$ cat config.mk
export PLATFORM = sky130hd
export DESIGN_NAME = gate_share_arbiter_flat
export DESIGN_NICKNAME = d
export VERILOG_FILES = /design/src/rtl/gate_share_arbiter_if.sv /design/src/rtl/gate_share_arbiter.sv /design/src/flat_wrapper.sv
export SDC_FILE = /design/constraint.sdc
export NUM_CORES = 1
export LEC_CHECK = 0
export CELL_PAD_IN_SITES_DETAIL_PLACEMENT = 0
export CELL_PAD_IN_SITES_GLOBAL_PLACEMENT = 2
export CORE_UTILIZATION = 24
export CTS_CLUSTER_DIAMETER = 150
export CTS_CLUSTER_SIZE = 30
export DETAILED_ROUTE_END_ITERATION = 8
export GPL_TIMING_DRIVEN = 0
export MAX_ROUTING_LAYER = met4
export PLACE_DENSITY_LB_ADDON = 0.1
export REMOVE_ABC_BUFFERS = 1
export SLEW_MARGIN = 20
export SYNTH_ARGS = -nofsm -noshare
export SYNTH_HDL_FRONTEND = slang
export SYNTH_SLANG_ARGS = --single-unit
$ cat constraint.sdc
create_clock -name clk -period 1.58 [get_ports clk]
set_input_delay 0.316 -clock clk [delete_from_list [all_inputs] [get_ports clk]]
set_output_delay 0.316 -clock clk [all_outputs]
set_load 0.005 [all_outputs]
$ cat src/rtl/gate_share_arbiter_if.sv
// Bundle between the requesters (master side) and the shared gate evaluator
// arbiter (slave side). fsm_state mirrors the arbiter state for observation.
interface gate_share_arbiter_if #(
   parameter int NREQ  = 4,
   parameter int WIDTH = 8,
   parameter int IDW   = $clog2(NREQ)
);
   logic [NREQ-1:0]       req;
   logic [2*NREQ-1:0]     op;
   logic [WIDTH*NREQ-1:0] a;
   logic [WIDTH*NREQ-1:0] b;
   logic [NREQ-1:0]       gnt;
   logic                  busy;
   logic                  res_valid;
   logic [IDW-1:0]        res_id;
   logic [WIDTH-1:0]      res;
   logic [1:0]            fsm_state;

   // Handshake: a requester holds req high until it sees its own gnt bit
   // (a one-cycle pulse); its op/a/b are captured on the granting edge, so it
   // may change them or drop req afterwards. res_valid is a one-cycle pulse
   // qualifying res/res_id, which then hold until the next result.
   modport master (
      output req, op, a, b,
      input  gnt, busy, res_valid, res_id, res, fsm_state
   );

   modport slave (
      input  req, op, a, b,
      output gnt, busy, res_valid, res_id, res, fsm_state
   );
endinterface

$ cat src/rtl/gate_share_arbiter.sv
// Shares one WIDTH-bit NOT/AND/OR/XOR unit among NREQ requesters (round-robin).
// Define GATE_SHARE_ARB_FIXED_PRIO_EN for fixed lowest-index-wins priority.
module gate_share_arbiter #(
   parameter int NREQ  = 4,
   parameter int WIDTH = 8,
   parameter int IDW   = $clog2(NREQ)
) (
   input logic                  clk,
   input logic                  rst_n,
   gate_share_arbiter_if.slave  bus
);

   typedef enum logic [1:0] {
      IDLE = 2'd0,
      EXEC = 2'd1,
      DONE = 2'd2
   } state_t;

   state_t           state;
   logic [IDW-1:0]   cur_id;
   logic [1:0]       cap_op;
   logic [WIDTH-1:0] cap_a;
   logic [WIDTH-1:0] cap_b;

   logic             win_found;
   logic [IDW-1:0]   win_id;
   logic [IDW-1:0]   idx;
   logic [1:0]       win_op;
   logic [WIDTH-1:0] win_a;
   logic [WIDTH-1:0] win_b;

`ifndef GATE_SHARE_ARB_FIXED_PRIO_EN
   logic [IDW-1:0]   rr_ptr;
`endif

   assign bus.fsm_state = state;

   // First set req bit, scanning upward from the search start with wrap;
   // NREQ is a power of two so IDW-bit addition wraps for free.
   always_comb begin
      win_found = 1'b0;
      win_id    = '0;
      idx       = '0;
      for (int k = 0; k < NREQ; k++) begin
`ifdef GATE_SHARE_ARB_FIXED_PRIO_EN
         idx = IDW'(k);
`else
         idx = rr_ptr + IDW'(k);
`endif
         if (!win_found && bus.req[idx]) begin
            win_found = 1'b1;
            win_id    = idx;
         end
      end
   end

   // Only the winner's slices are selected, so X/Z elsewhere cannot leak in.
   assign win_op = bus.op[2*win_id +: 2];
   assign win_a  = bus.a[WIDTH*win_id +: WIDTH];
   assign win_b  = bus.b[WIDTH*win_id +: WIDTH];

   function automatic logic [WIDTH-1:0] gate_eval(
      input logic [1:0]       o,
      input logic [WIDTH-1:0] x,
      input logic [WIDTH-1:0] y
   );
      case (o)
         2'b00:   gate_eval = ~x;
         2'b01:   gate_eval = x & y;
         2'b10:   gate_eval = x | y;
         default: gate_eval = x ^ y;
      endcase
   endfunction

   always_ff @(posedge clk or negedge rst_n) begin
      if (!rst_n) begin
         state         <= IDLE;
         bus.gnt       <= '0;
         bus.busy      <= 1'b0;
         bus.res_valid <= 1'b0;
         bus.res_id    <= '0;
         bus.res       <= '0;
         cur_id        <= '0;
         cap_op        <= '0;
         cap_a         <= '0;
         cap_b         <= '0;
`ifndef GATE_SHARE_ARB_FIXED_PRIO_EN
         rr_ptr        <= '0;
`endif
      end else begin
         case (state)
            IDLE: begin
               if (win_found) begin
                  cur_id   <= win_id;
                  cap_op   <= win_op;
                  cap_a    <= win_a;
                  cap_b    <= win_b;
                  bus.gnt  <= NREQ'(1) << win_id;
                  bus.busy <= 1'b1;
                  state    <= EXEC;
               end
            end
            EXEC: begin
               bus.res       <= gate_eval(cap_op, cap_a, cap_b);
               bus.res_id    <= cur_id;
               bus.res_valid <= 1'b1;
               bus.gnt       <= '0;
               state         <= DONE;
            end
            DONE: begin
               bus.res_valid <= 1'b0;
               bus.busy      <= 1'b0;
`ifndef GATE_SHARE_ARB_FIXED_PRIO_EN
               rr_ptr        <= cur_id + IDW'(1);
`endif
               state         <= IDLE;
            end
            default: begin
               bus.gnt       <= '0;
               bus.busy      <= 1'b0;
               bus.res_valid <= 1'b0;
               state         <= IDLE;
            end
         endcase
      end
   end

endmodule

$ cat src/flat_wrapper.sv
// flat-port wrapper written by rule: the top's interface ports become plain ports
module gate_share_arbiter_flat 
#(
   parameter int NREQ  = 4,
   parameter int WIDTH = 8,
   parameter int IDW   = $clog2(NREQ)
)
  (clk, rst_n, bus_req, bus_op, bus_a, bus_b, bus_gnt, bus_busy, bus_res_valid, bus_res_id, bus_res, bus_fsm_state);
  gate_share_arbiter_if #(.NREQ(NREQ), .WIDTH(WIDTH), .IDW(IDW)) bus_i ();
  input logic clk;
  input logic rst_n;
  input wire logic [$bits(bus_i.req)-1:0] bus_req;
  input wire logic [$bits(bus_i.op)-1:0] bus_op;
  input wire logic [$bits(bus_i.a)-1:0] bus_a;
  input wire logic [$bits(bus_i.b)-1:0] bus_b;
  output wire logic [$bits(bus_i.gnt)-1:0] bus_gnt;
  output wire logic [$bits(bus_i.busy)-1:0] bus_busy;
  output wire logic [$bits(bus_i.res_valid)-1:0] bus_res_valid;
  output wire logic [$bits(bus_i.res_id)-1:0] bus_res_id;
  output wire logic [$bits(bus_i.res)-1:0] bus_res;
  output wire logic [$bits(bus_i.fsm_state)-1:0] bus_fsm_state;
  assign bus_i.req = bus_req;
  assign bus_i.op = bus_op;
  assign bus_i.a = bus_a;
  assign bus_i.b = bus_b;
  assign bus_gnt = bus_i.gnt;
  assign bus_busy = bus_i.busy;
  assign bus_res_valid = bus_i.res_valid;
  assign bus_res_id = bus_i.res_id;
  assign bus_res = bus_i.res;
  assign bus_fsm_state = bus_i.fsm_state;
  gate_share_arbiter #(.NREQ(NREQ), .WIDTH(WIDTH), .IDW(IDW)) u_core (.clk(clk), .rst_n(rst_n), .bus(bus_i));
endmodule
Word level (Yosys, flattened, before mapping)
Index checks and enable logic that the tools add are counted.
Storage, ports and cells
  register bits after elaboration: 40
  input port bits: 78
  output and inout port bits: 18
  word-level logic and storage cells: 69
Operators by class
  add/sub/neg operators: 4
  order comparisons: 4
  equality and inequality tests: 5
  shift operators: 4
  mux-type cells: 24
  bitwise logic cells: 6
  reductions and logical operators: 11
Operator list (number)
  indexed part select 32 x 6 -> 8 bit: 2
  one-hot mux 8 bit (3 select lines): 1
  less-than comparator 2 x 3 -> 1 bit (second input constant): 4
  2-to-1 mux 2 bit: 5
  2-to-1 mux 1 bit: 9
  AND 8 bit: 1
  binary-select mux 1 bit (select 2 bit): 4
  inverter 8 bit: 1
  OR 8 bit: 1
  one-hot mux 4 bit (2 select lines): 1
  indexed part select 8 x 4 -> 2 bit: 1
  bitwise XOR 8 bit: 1
  AND reduction 2 bit: 3
  adder 2 x 1 -> 2 bit (second input constant): 2
  adder 2 bit (second input constant): 2
  == test 2 x 1 -> 1 bit (second input constant): 2
  == test 2 bit (second input constant): 2
  zero test 2 bit: 2
  2-to-1 mux 4 bit: 1
  one-hot mux 1 bit (2 select lines): 2
  one-hot mux 2 bit (2 select lines): 1
  left shift 1 x 2 -> 4 bit (first input constant): 1
  logical AND 1 bit: 3
  zero test 1 bit: 3
  2 further kinds: 3

Logic depth before layout (Yosys ltp)
  depth in word-level cells: 15
  gate-level depth with buffers: 8
  mapped depth without buffers: 6

Worst setup path after synthesis
OpenSTA, ideal clock, no wires.
  path kind: register to register
  start: reg u_core.cap_b[0]
  end: reg u_core.bus.res[0]
  setup time: 125 ps
  data arrival time: 1356 ps
  required time: 1455 ps
  setup slack: 99 ps
  cell stages (with the launch flop): 5
  buffers on the path: 0
  clock period less this slack: 1481 ps
  cells stage by stage: dfrtp_1 inv_1 ha_1 mux4_2 mux2_2
On the way
  cells in the longest elaborated chain, start to end: 2
  elaborated cells on any way between the ends: 4
  classes of those cells: mux (1); bitwise (3)
RTL lines
  from (decl): RTL line gate_share_arbiter.sv:23  | logic [WIDTH-1:0] cap_b;
  from (signal assigned): RTL line gate_share_arbiter.sv:97  | cap_b <= win_b;
  bitwise XOR 8 bit, or another cell as far along: RTL line gate_share_arbiter.sv:71  | default: gate_eval = x ^ y;
  one-hot mux 8 bit (3 select lines) *: RTL line gate_share_arbiter.sv:67  | case (o)
  to (signal assigned): RTL line gate_share_arbiter.sv:104  | bus.res <= gate_eval(cap_op, cap_a, cap_b);
  to (decl): RTL line gate_share_arbiter_if.sv:30  | output gnt, busy, res_valid, res_id, res, fsm_state
Every way passes the cells marked *; elsewhere a longest branch is shown, timed or not.
A chain may end at the register's enable or synchronous reset.

Worst setup path in the final report
  start: reg u_core.rr_ptr[1]
  end: reg u_core.bus.gnt[3]
On the way
  cells in the longest elaborated chain, start to end: 15
  elaborated cells on any way between the ends: 30
  classes of those cells: add/sub (3); eq/ne (1); shift (1); mux (18); reduce/logical (7)
RTL lines
  from (decl): RTL line gate_share_arbiter.sv:33  | logic [IDW-1:0] rr_ptr;
  from (signal assigned): RTL line gate_share_arbiter.sv:114  | rr_ptr <= cur_id + IDW'(1);
  parallel branches: the longest is 15 deep, another holds adder 2 x 1 -> 2 bit
  to (signal assigned): RTL line gate_share_arbiter.sv:98  | bus.gnt <= NREQ'(1) << win_id;
  to (decl): RTL line gate_share_arbiter_if.sv:30
Several ways; the timed one is not identified. The select of a mux whose other input is x is not followed.

==> impl_metrics.env <==
export IMPL_status="complete, but fails checks"
export IMPL_violations="negative setup slack"
export IMPL_drive_above_1_share_pct=22.98
export IMPL_wl_per_cell_um=18.51
export IMPL_syn_avg_cell_area_um2=9.682
export IMPL_grt_ovfl_total=0
export IMPL_powerDensity_nw_per_um2=1758
export IMPL_diodes=0
export IMPL_ys_seq_area_share_pct=38.15
export IMPL_clkTransAtPathRegs_ns=0.09
export IMPL_crit_chain="buf_6 > o21bai_2 > buf_6 > nand3_1 > a2bb2o_1"
export IMPL_core_area_um2=10460
export IMPL_max_freq_mhz=632.8
export IMPL_slowest_delay_ns=0.46
export IMPL_synth_common_cells="dfrtp_1 (40), inv_1 (24), nor2_1 (24)"
export IMPL_critPathArrivalTime_ns=1.77
export IMPL_numClockSinks=40
export IMPL_cts_max_path_buffers=2
export IMPL_path_max_fanout=11
export IMPL_fin_area_um2=4150
export IMPL_hold_class="input port to register"
export IMPL_slew_violations=0
export IMPL_grt_setup_unrepaired="yes"
export IMPL_numCtsBuffers=5
export IMPL_die_w_um=106.6
export IMPL_die_height_um=106.6
export IMPL_synth_cells=271
export IMPL_yosys_most_used_dff="dfrtp_1"
export IMPL_critPathSlowestCell="dfrtp_2"
export IMPL_hp_start="bus_req[3]"
export IMPL_crit_top_cell="buf_6"
export IMPL_synth_top_area_share_pct=38.15
export IMPL_crit_buf_inv=2
export IMPL_setup_tns_ns=-0.0003432
export IMPL_setup_viol=1
export IMPL_cp_required_ns=1.76
export IMPL_cap_violations=0
export IMPL_worst_pin_slew_ns=0.6052
export IMPL_worst_path_dominant_cell_family="compound AO/OA/AOI/OAI gates"
export IMPL_routed_wl_um=9609
export IMPL_io_pins=96
export IMPL_dp_hpwl_um=5999
export IMPL_synth_top_cell_by_area="dfrtp_1"
export IMPL_nets=476
export IMPL_cts_tree="yes"
export IMPL_grt_pass1_wl_um=14470
export IMPL_cts_root_buf="clkbuf_8"
export IMPL_ys_warn_count=0
export IMPL_detail_route_antenna_nets=0
export IMPL_p_leak_nw=1.709
export IMPL_fin_total_pwr_w=0.007294
export IMPL_async_flop_share_pct=100.0
export IMPL_vias=2569
export IMPL_grt_max_degree=28
export IMPL_critical_path_class="register to register"
export IMPL_fin_skew_ns=0.01171
export IMPL_ys_ff_latch=40
export IMPL_grt_usage_pct=17.20
export IMPL_endpoint="u_core.bus.gnt[3]$_DFFE_PN0P_"
export IMPL_max_vdd_ir_drop_v=0.0006272
export IMPL_num_rows=37
export IMPL_r2r_cells=5
export IMPL_r2r_end="u_core.bus.gnt[3]$_DFFE_PN0P_"
export IMPL_clock_latency_ns=0.30
export IMPL_dr_pass1_iters=4
export IMPL_yosysMostFrequentCell="dfrtp_1"
export IMPL_vias_per_cell=4.950
export IMPL_num_fill_cells=1085
export IMPL_yosys_cell_types_count=41
export IMPL_setup_slack_ns=-0.0003432
export IMPL_place_area_um2=3616
export IMPL_die_area_um2=11350
export IMPL_cp_startpoint="u_core.rr_ptr[1]$_DFFE_PN0N_"
export IMPL_portBuffers=95
export IMPL_start_util_pct=25.08
export IMPL_cp_start_kind="register"
export IMPL_syn_area_um2=2624
export IMPL_period_minus_slack_ns=1.580
export IMPL_htreeDepth=2
export IMPL_r2r_slack_ns=-0.0003
export IMPL_route_detailed_drc=0
export IMPL_critPathCaptureType="register"
export IMPL_grt_antenna_before_repair=0
export IMPL_hold_viol=0
export IMPL_drt_first_iter_violations=146
export IMPL_synthTopCellsByArea="dfrtp_1 (38%), ha_1 (7.6%), a32oi_1 (6.0%)"
export IMPL_path_depth=5
export IMPL_fin_crit_sh_pct=100.0
export IMPL_slew_headroom_pct=59.65
export IMPL_pre_cts_slack_ns=-2.203
export IMPL_synth_edf_count=0
export IMPL_area_growth_pct=58.18
export IMPL_grt_pass1_vias=2626
export IMPL_gp_congestion=0.7000
export IMPL_rr_startpoint="u_core.rr_ptr[1]$_DFFE_PN0N_"
layout by cell type (no fill, tap or decap), drive strengths merged, types with 12 or more instances in the layout:
cell,Yosys,final
inv,25,26
nand4,18,18
a32oi,18,18
clkdlybuf4s50,0,89
a31oi,18,18
buf,19,33
dfrtp,40,40
o21ai,12,12
nor2,24,24
ha,16,16
a21oi,20,20
nand2,13,13
sequential cells by signal, indices dropped and copies added, names as in the netlist:
name and flops:
u_core.bus.busy 1, u_core.bus.fsm_state 2, u_core.bus.gnt 4, u_core.bus.res 8, u_core.bus.res_id 2, u_core.bus.res_valid 1, u_core.cap_a 8, u_core.cap_b 8
u_core.cap_op 2, u_core.cur_id 2, u_core.rr_ptr 2
final cells by class:
cell class | instances | area (µm²) | area share (%)
inverters | 26 | 105.1 | 2.532
multi-input cells | 183 | 1533 | 36.93
well taps | 136 | 170.2 | 4.100
flip-flops and latches | 40 | 1007 | 24.27
repair buffers | 126 | 1245 | 30.00
clock buffers | 8 | 90.09 | 2.171
worst min path at each step:
stage / to / cells after the start
after global routing: u_core.cap_b[7]$_DFFE_PN0P_ / 3
final: u_core.cap_b[0]$_DFFE_PN0P_ / 3
after CTS: u_core.cap_b[0]$_DFFE_PN0P_ / 3
after detailed placement: u_core.bus.res[5]$_DFFE_PN0P_ / 1
after global placement: u_core.bus.res[6]$_DFFE_PN0P_ / 2
after floorplan: u_core.bus.busy$_DFFE_PN0P_ / 0
stage by stage:
step | cells | util, % | hold WS, ns
after detailed placement | 481 | 34.56 | 0.3175
after floorplan | 248 | - | 0.02041
after global placement | 479 | 34.32 | 0.4656
after CTS | 504 | 37.13 | 0.4545
final | 519 | 39.67 | 0.4727
after global routing | 519 | 39.67 | 0.4724
power breakdown:
part | switching, W | internal [W] | total (W) | leakage, nW
clock | 0.000381 | 0.000357 | 0.000739 | 0.0455
sequential | 0.000537 | 0.00156 | 0.00210 | 0.468
combinational | 0.00203 | 0.00242 | 0.00446 | 1.20
total | 0.00295 | 0.00434 | 0.00729 | 1.71
cells by family (layout without fill, tap and decap cells):
group | count (synthesis) | after routing | synth area share [%]
xor gates and xnor gates | 1 | 1 | 0.3339
muxes | 14 | 14 | 8.584
DFF | 40 | 40 | 38.15
buffers and inverters | 49 | 160 | 9.584
adders and majority gates | 16 | 16 | 7.630
AOI/OAI and AO/OA | 83 | 83 | 22.65
and+or+nand+nor | 68 | 69 | 13.07
what timing repair did:
action | CTS | global route
cloned | 1 | 2
setup buffers | 13 | 14
gates resized for setup | 32 | 37
endpoints found under the hold margin | 15 | 0
endpoints found under the setup margin | 34 | 29
hold buffers | 1 | 0
pin swaps | 4 | 25
layer usage:
layer  share of wire (%)  track usage (%)  wire (µm)  up-vias
li1                    -                -          -     1228
met1                  47            22.68       4509     1262
met2                  48            27.64       4570       74
met3                 4.7            2.943        448        5
met4                0.84            3.816         81        0
met5                   0                -          0        -
worst reg2reg max path, stage by stage, from the launching register on:
cell	delay, ns
dfrtp_2	0.46
buf_6	0.15
o21bai_2	0.30
buf_6	0.22
nand3_1	0.08
a2bb2o_1	0.28
(Power assumes the default switching activity.)
